<file path="config.mk">
export PLATFORM = sky130hd
export DESIGN_NAME = jt51_acc_seq
export DESIGN_NICKNAME = d
export VERILOG_FILES = /design/src/rtl/jt51_acc_seq.sv
export SDC_FILE = /design/constraint.sdc
export NUM_CORES = 1
export LEC_CHECK = 0
export CAP_MARGIN = 10
export CORE_UTILIZATION = 43
export CTS_CLUSTER_DIAMETER = 40
export DETAILED_ROUTE_END_ITERATION = 16
export PLACE_DENSITY = 0.88
export SYNTH_ARGS = -nofsm -noshare
export SYNTH_HDL_FRONTEND = slang
export SYNTH_SLANG_ARGS = --single-unit
</file>
<file path="constraint.sdc">
create_clock -name clk -period 3.7 [get_ports clk]
set_input_delay 0.925 -clock clk [delete_from_list [all_inputs] [get_ports clk]]
set_output_delay 0.925 -clock clk [all_outputs]
set_load 0.05 [all_outputs]
</file>
<file path="src/rtl/jt51_acc_seq.sv">
// jt51_acc_seq -- slot sequencer and frame sample capture for the jt51 accumulator.
//
// A 5-bit slot counter walks the 32 operator slots of a frame. An offset,
// fixed at elaboration time, is added to the counter before decoding, so the
// strobes can be lined up with the operator pipeline delay. The decode feeds
// the accumulator sequencing strobes. Once per frame, when the C1 update is
// complete (decoded slot 24), the accumulated left/right sums are captured
// into a one-deep buffer. A valid/ready handshake hands them to the consumer.
//
// Ports
//   clk, rst_n            clock; synchronous active-low reset
//   cen                   clock enable for slot sequencing and capture
//   sync                  realign: slot counter goes to 0 on the next cen
//   xleft, xright         accumulated frame sums (signed 16)
//   m1/m2/c1/c2_enters    operator-group strobes (exactly one high)
//   op31_acc              high on decoded slot 31 only
//   slot, ch              raw slot counter and its low 3 bits
//   sample                one-clk pulse after each frame capture
//   smp_valid/smp_ready   handshake to the sample consumer
//   smp_left/smp_right    held sample, bit-exact copy of xleft/xright
//   overrun, clr_ovr      sticky flag set when an unread sample is overwritten

module jt51_acc_seq #(
    parameter int unsigned SLOT_OFS = 0
) (
    input  logic               clk,
    input  logic               rst_n,
    input  logic               cen,
    input  logic               sync,
    input  logic signed [15:0] xleft,
    input  logic signed [15:0] xright,
    output logic               m1_enters,
    output logic               m2_enters,
    output logic               c1_enters,
    output logic               c2_enters,
    output logic               op31_acc,
    output logic [4:0]         slot,
    output logic [2:0]         ch,
    output logic               sample,
    output logic               smp_valid,
    input  logic               smp_ready,
    output logic signed [15:0] smp_left,
    output logic signed [15:0] smp_right,
    output logic               overrun,
    input  logic               clr_ovr
);

    // Offset reduced to 5 bits; the 5-bit add below wraps mod 32 by itself.
    localparam logic [4:0] OFS       = 5'(SLOT_OFS % 32);
    localparam logic [4:0] CAP_SLOT  = 5'd24;
    localparam logic [4:0] LAST_SLOT = 5'd31;

    typedef struct packed {
        logic signed [15:0] left;
        logic signed [15:0] right;
    } smp_t;

    logic [4:0] s;
    logic [4:0] d;
    smp_t       held;
    logic       capture;
    logic       xfer;
    logic       ovr_set;

    // Decoded slot, computed from the registered counter with no extra stage.
    assign d = s + OFS;

    assign capture = cen && (d == CAP_SLOT);
    assign xfer    = smp_valid && smp_ready;
    // The overwrite condition: a capture lands while the old sample is still
    // unread and is not being taken on this edge.
    assign ovr_set = capture && smp_valid && !xfer;

    always_comb begin
        m1_enters = 1'b0;
        m2_enters = 1'b0;
        c1_enters = 1'b0;
        c2_enters = 1'b0;
        case (d[4:3])
            2'd0:    m1_enters = 1'b1;
            2'd1:    m2_enters = 1'b1;
            2'd2:    c1_enters = 1'b1;
            default: c2_enters = 1'b1;
        endcase
        op31_acc = (d == LAST_SLOT);
    end

    always_ff @(posedge clk) begin
        if (!rst_n) begin
            s         <= '0;
            sample    <= 1'b0;
            smp_valid <= 1'b0;
            overrun   <= 1'b0;
            held      <= '0;
        end else begin
            if (cen)
                s <= sync ? 5'd0 : s + 5'd1;

            sample <= capture;

            // A capture wins over a transfer on the same edge. The old value
            // is consumed, the new one is loaded, and valid stays high.
            if (capture)
                smp_valid <= 1'b1;
            else if (xfer)
                smp_valid <= 1'b0;

            if (capture)
                held <= '{left: xleft, right: xright};

            // A set on the same edge as a clear wins.
            if (ovr_set)
                overrun <= 1'b1;
            else if (clr_ovr)
                overrun <= 1'b0;
        end
    end

    assign slot      = s;
    assign ch        = s[2:0];
    assign smp_left  = held.left;
    assign smp_right = held.right;

endmodule

</file>
==> summary.md <==
| Metric | Value |
|---|---|
| Clock tree buffer depth | `2` |
| Die Area | `0.00429 mm^2` |
| Vias per cell | `4.71` |
| Async S/R FF share, synth | `0%` |
| Largest cells by area after synthesis | `dfxtp_1 46%, mux2i_1 18%, nand2_1 14%, buf_12 4.6%, ha_1 2.2%` |
| Flop pwr share | `53.5%` |
| Worst-Margin Slew | `0.668 ns` |
| Unique masters post-synth | `27` |
| Clk pwr share | `37.3%` |
| CTS Buf Count | `5` |
| Post-synth EDFFs | `0` |
| Mapped Area | `0.00173 mm^2` |
| Tot GR Track Use | `17.5%` |
| H-tree Lvls | `2` |
| PwrDens | `310 mW/mm^2` |
| Outcome | `finished clean` |
| Clk slew on worst S/H paths | `0.07 ns` |
| Critical Path End Type | `primary output` |
| Post-synth top area share | `46.2%` |
| Syn Nets | `226` |
| Max Cap Viol | `0` |
| WS Path Type | `flip-flop to primary output` |
| Worst reg2reg startpoint | `slot[3]` |
| Worst Path Max Fanout | `8` |
| Power share of the combinational group | `9.2%` |
| Die X-Extent | `65.5 um` |
| Delay-heaviest family, CP | `buffers and inverters` |
| Leakage Power | `0.000939 uW` |
| CTS resizes | `0` |
| Worst-skew pair later-pin latency | `0.28 ns` |
| Final Cycle Share | `80.4%` |
| Final GP Congestion | `0.736` |
| DR DRC count | `0` |
| Final setup vio count | `0` |
| Clock sink count | `40` |
| Global-route wire length before repair | `5.71 mm` |
| Fin. Hold Viols | `0` |
| Min cycle time layout | `2.98 ns` |
| Synthesized flop and latch total | `40` |
| Number of global-route vias before repair | `1347` |
| Yosys warns | `0` |
| Initial antenna violation count | `0` |
| Syn Inst Count | `185` |
| Initial Util | `46.0%` |
| Hold path start | `smp_right[9]` |
| Height of the chip | `65.5 um` |
| Fin area | `0.00261 mm^2` |
| Clk_skew | `0.00213 ns` |
| Port Buf Inserts | `85` |
| Share of cells above drive strength 1 | `4.56%` |
| Largest net degree at the start of global routing | `39` |
| Highest Clock Rate | `0.336 GHz` |
| Most frequent CP cell | `ha_1` |
| Setup_tns | `0 ns` |
| Slowest stage cell, crit path | `clkdlybuf4s50_1` |
| WP buf/inv | `1` |
| Reg-to-reg endpoint | `smp_right[15]` |
| TritonRoute pass-1 iters | `4` |
| RSZ-0062 raised after global routing | `false` |
| Startpoint Class | `flip-flop` |
| Reg2Reg Setup Slack | `2.05 ns` |
| Wire per inst | `11.3 um` |
| Hold Crit Depth | `2` |
| Row count | `22` |
| CTS tree | `built` |
| Total number of vias | `1465` |
| Total grt overflow | `0` |
| Critical Path Max Stage Delay | `0.79 ns` |
| Post-synth top flop | `dfxtp_1` |
| Antenna-violating nets left | `0` |
| Synthesis-to-finish area growth | `50.6%` |
| VDD IR max | `0.000224 V` |
| Core area | `0.00377 mm^2` |
| I/O Pins | `86` |
| End of the worst hold path | `smp_right[9]` |
| Final-stage net count | `304` |
| Wirelength, routed | `3.50 mm` |
| Hpwl dp | `2.49 mm` |
| Arr. time, crit path | `2.05 ns` |
| Max-slew headroom | `55.5%` |
| Initial DRC count | `63` |
| Pins Over Slew Limit | `0` |
| Post-Syn Area per Cell | `9.37 um^2` |
| Crit-path cells | `ha_1 -> and3_1 -> ha_1 -> clkdlybuf4s50_1` |
| Synth area leader | `dfxtp_1` |
| Int Pwr | `641 uW` |
| Worst reg2reg path depth | `3` |
| Seq/Total Area, Yosys | `46.2%` |
| Switching Share | `20.7%` |
| Psw | `167 uW` |
| Worst Hold Class | `flip-flop to flip-flop` |
| CTS Root Cell | `clkbuf_8` |
| Antenna diodes | `0` |
| Placed Instance Area | `0.00251 mm^2` |
| Post-CTS Setup Inserts | `0` |
| CTS Hold Bufs | `0` |
| Worst EP required | `2.77 ns` |
-- placed cells by master (no fill, tap or decap), types with 2 or more instances in the layout --
cell type,netlist,final
clkdlybuf4s50_1,0,84
nand2_1,65,65
dfxtp_1,40,40
mux2i_1,32,32
clkbuf_8,0,7
nor2b_1,6,6
inv_1,3,3
ha_1,3,3
o21ai_0,2,2
a21boi_0,2,2
a22oi_1,2,2
-- cells in the mapped netlist, types with 2 or more instances --
| cell type | count |
|---|---|
| clkbuf_1 | 8 |
| mux2i_1 | 32 |
| o21ai_0 | 2 |
| nor2b_1 | 6 |
| inv_1 | 3 |
| a21boi_0 | 2 |
| ha_1 | 3 |
| nand2_1 | 65 |
| buf_12 | 4 |
| dfxtp_1 | 40 |
| buf_4 | 3 |
| a22oi_1 | 2 |
-- power groups by stage --
stage / logic, uW / registers, uW / clock network [uW]
global placement: 74.4 / 442 / 0
CTS: 75.2 / 433 / 314
global route: 80.8 / 433 / 338
floorplan: 27.0 / 445 / 0
detailed placement: 74.6 / 443 / 0
finish: 74.4 / 433 / 301
-- per-stage QoR --
step | power (uW) | hold slack [ns] | cells | setup WS (ns) | utilization [%]
after CTS | 822 | 0.461 | 311 | 0.696 | 69.2
final | 808 | 0.457 | 311 | 0.723 | 69.2
after detailed placement | 517 | 0.450 | 304 | 1.01 | 66.7
after global placement | 517 | 0.441 | 304 | 1.07 | 66.7
after floorplan | 472 | 0.673 | 185 | 1.19 | -
after global routing | 852 | 0.469 | 311 | 0.606 | 69.2
-- worst max path at each step --
| stage | start | endpoint | slack [ns] | cells after the start |
|---|---|---|---|---|
| floorplan | slot[0] | op31_acc | 1.19 | 3 |
| global placement | slot[0] | op31_acc | 1.07 | 4 |
| detailed placement | slot[0] | op31_acc | 1.01 | 4 |
| CTS | slot[0] | op31_acc | 0.70 | 4 |
| global route | slot[0] | op31_acc | 0.61 | 4 |
| finish | slot[0] | op31_acc | 0.72 | 4 |
-- cell families after synthesis --
group / count (synthesis) / share of synthesized area (%)
simple gates: 82 / 21.0
flops: 40 / 46.2
mux: 32 / 18.5
buf+inv: 18 / 8.30
compound gates: 10 / 3.90
fa+ha+maj: 3 / 2.16
-- layout make-up --
type / instances / area [um^2]
well taps: 48 / 60.1
clock buffers: 7 / 96.3
multi-input cells: 127 / 790
inverters: 3 / 11.3
repair buffers: 86 / 853
fillers: 308 / 1160
flip-flops and latches: 40 / 801
-- metal layers --
layer  vias to the layer above  global-route usage (%)  wire length (um)
met5                         -                       0                 0
met2                        54                    30.4              1660
met3                         2                    7.29               237
met4                         0                    5.98                22
met1                       650                    19.1              1580
li1                        759                       -                 -
-- tightest hold or removal path, delay by kind of cell, from the launching register on --
kind	cells	cell delay, ns
multiplexers	1	0.05
flip-flops	1	0.31
AND/OR/NAND/NOR	1	0.05
-- flip-flops by register name (all words and copies together), names as in the netlist --
register and cells:
overrun 1, smp_valid 1, sample 1, slot 5, smp_right 16, smp_left 16
Note: power is estimated with default switching activity, not from simulation.
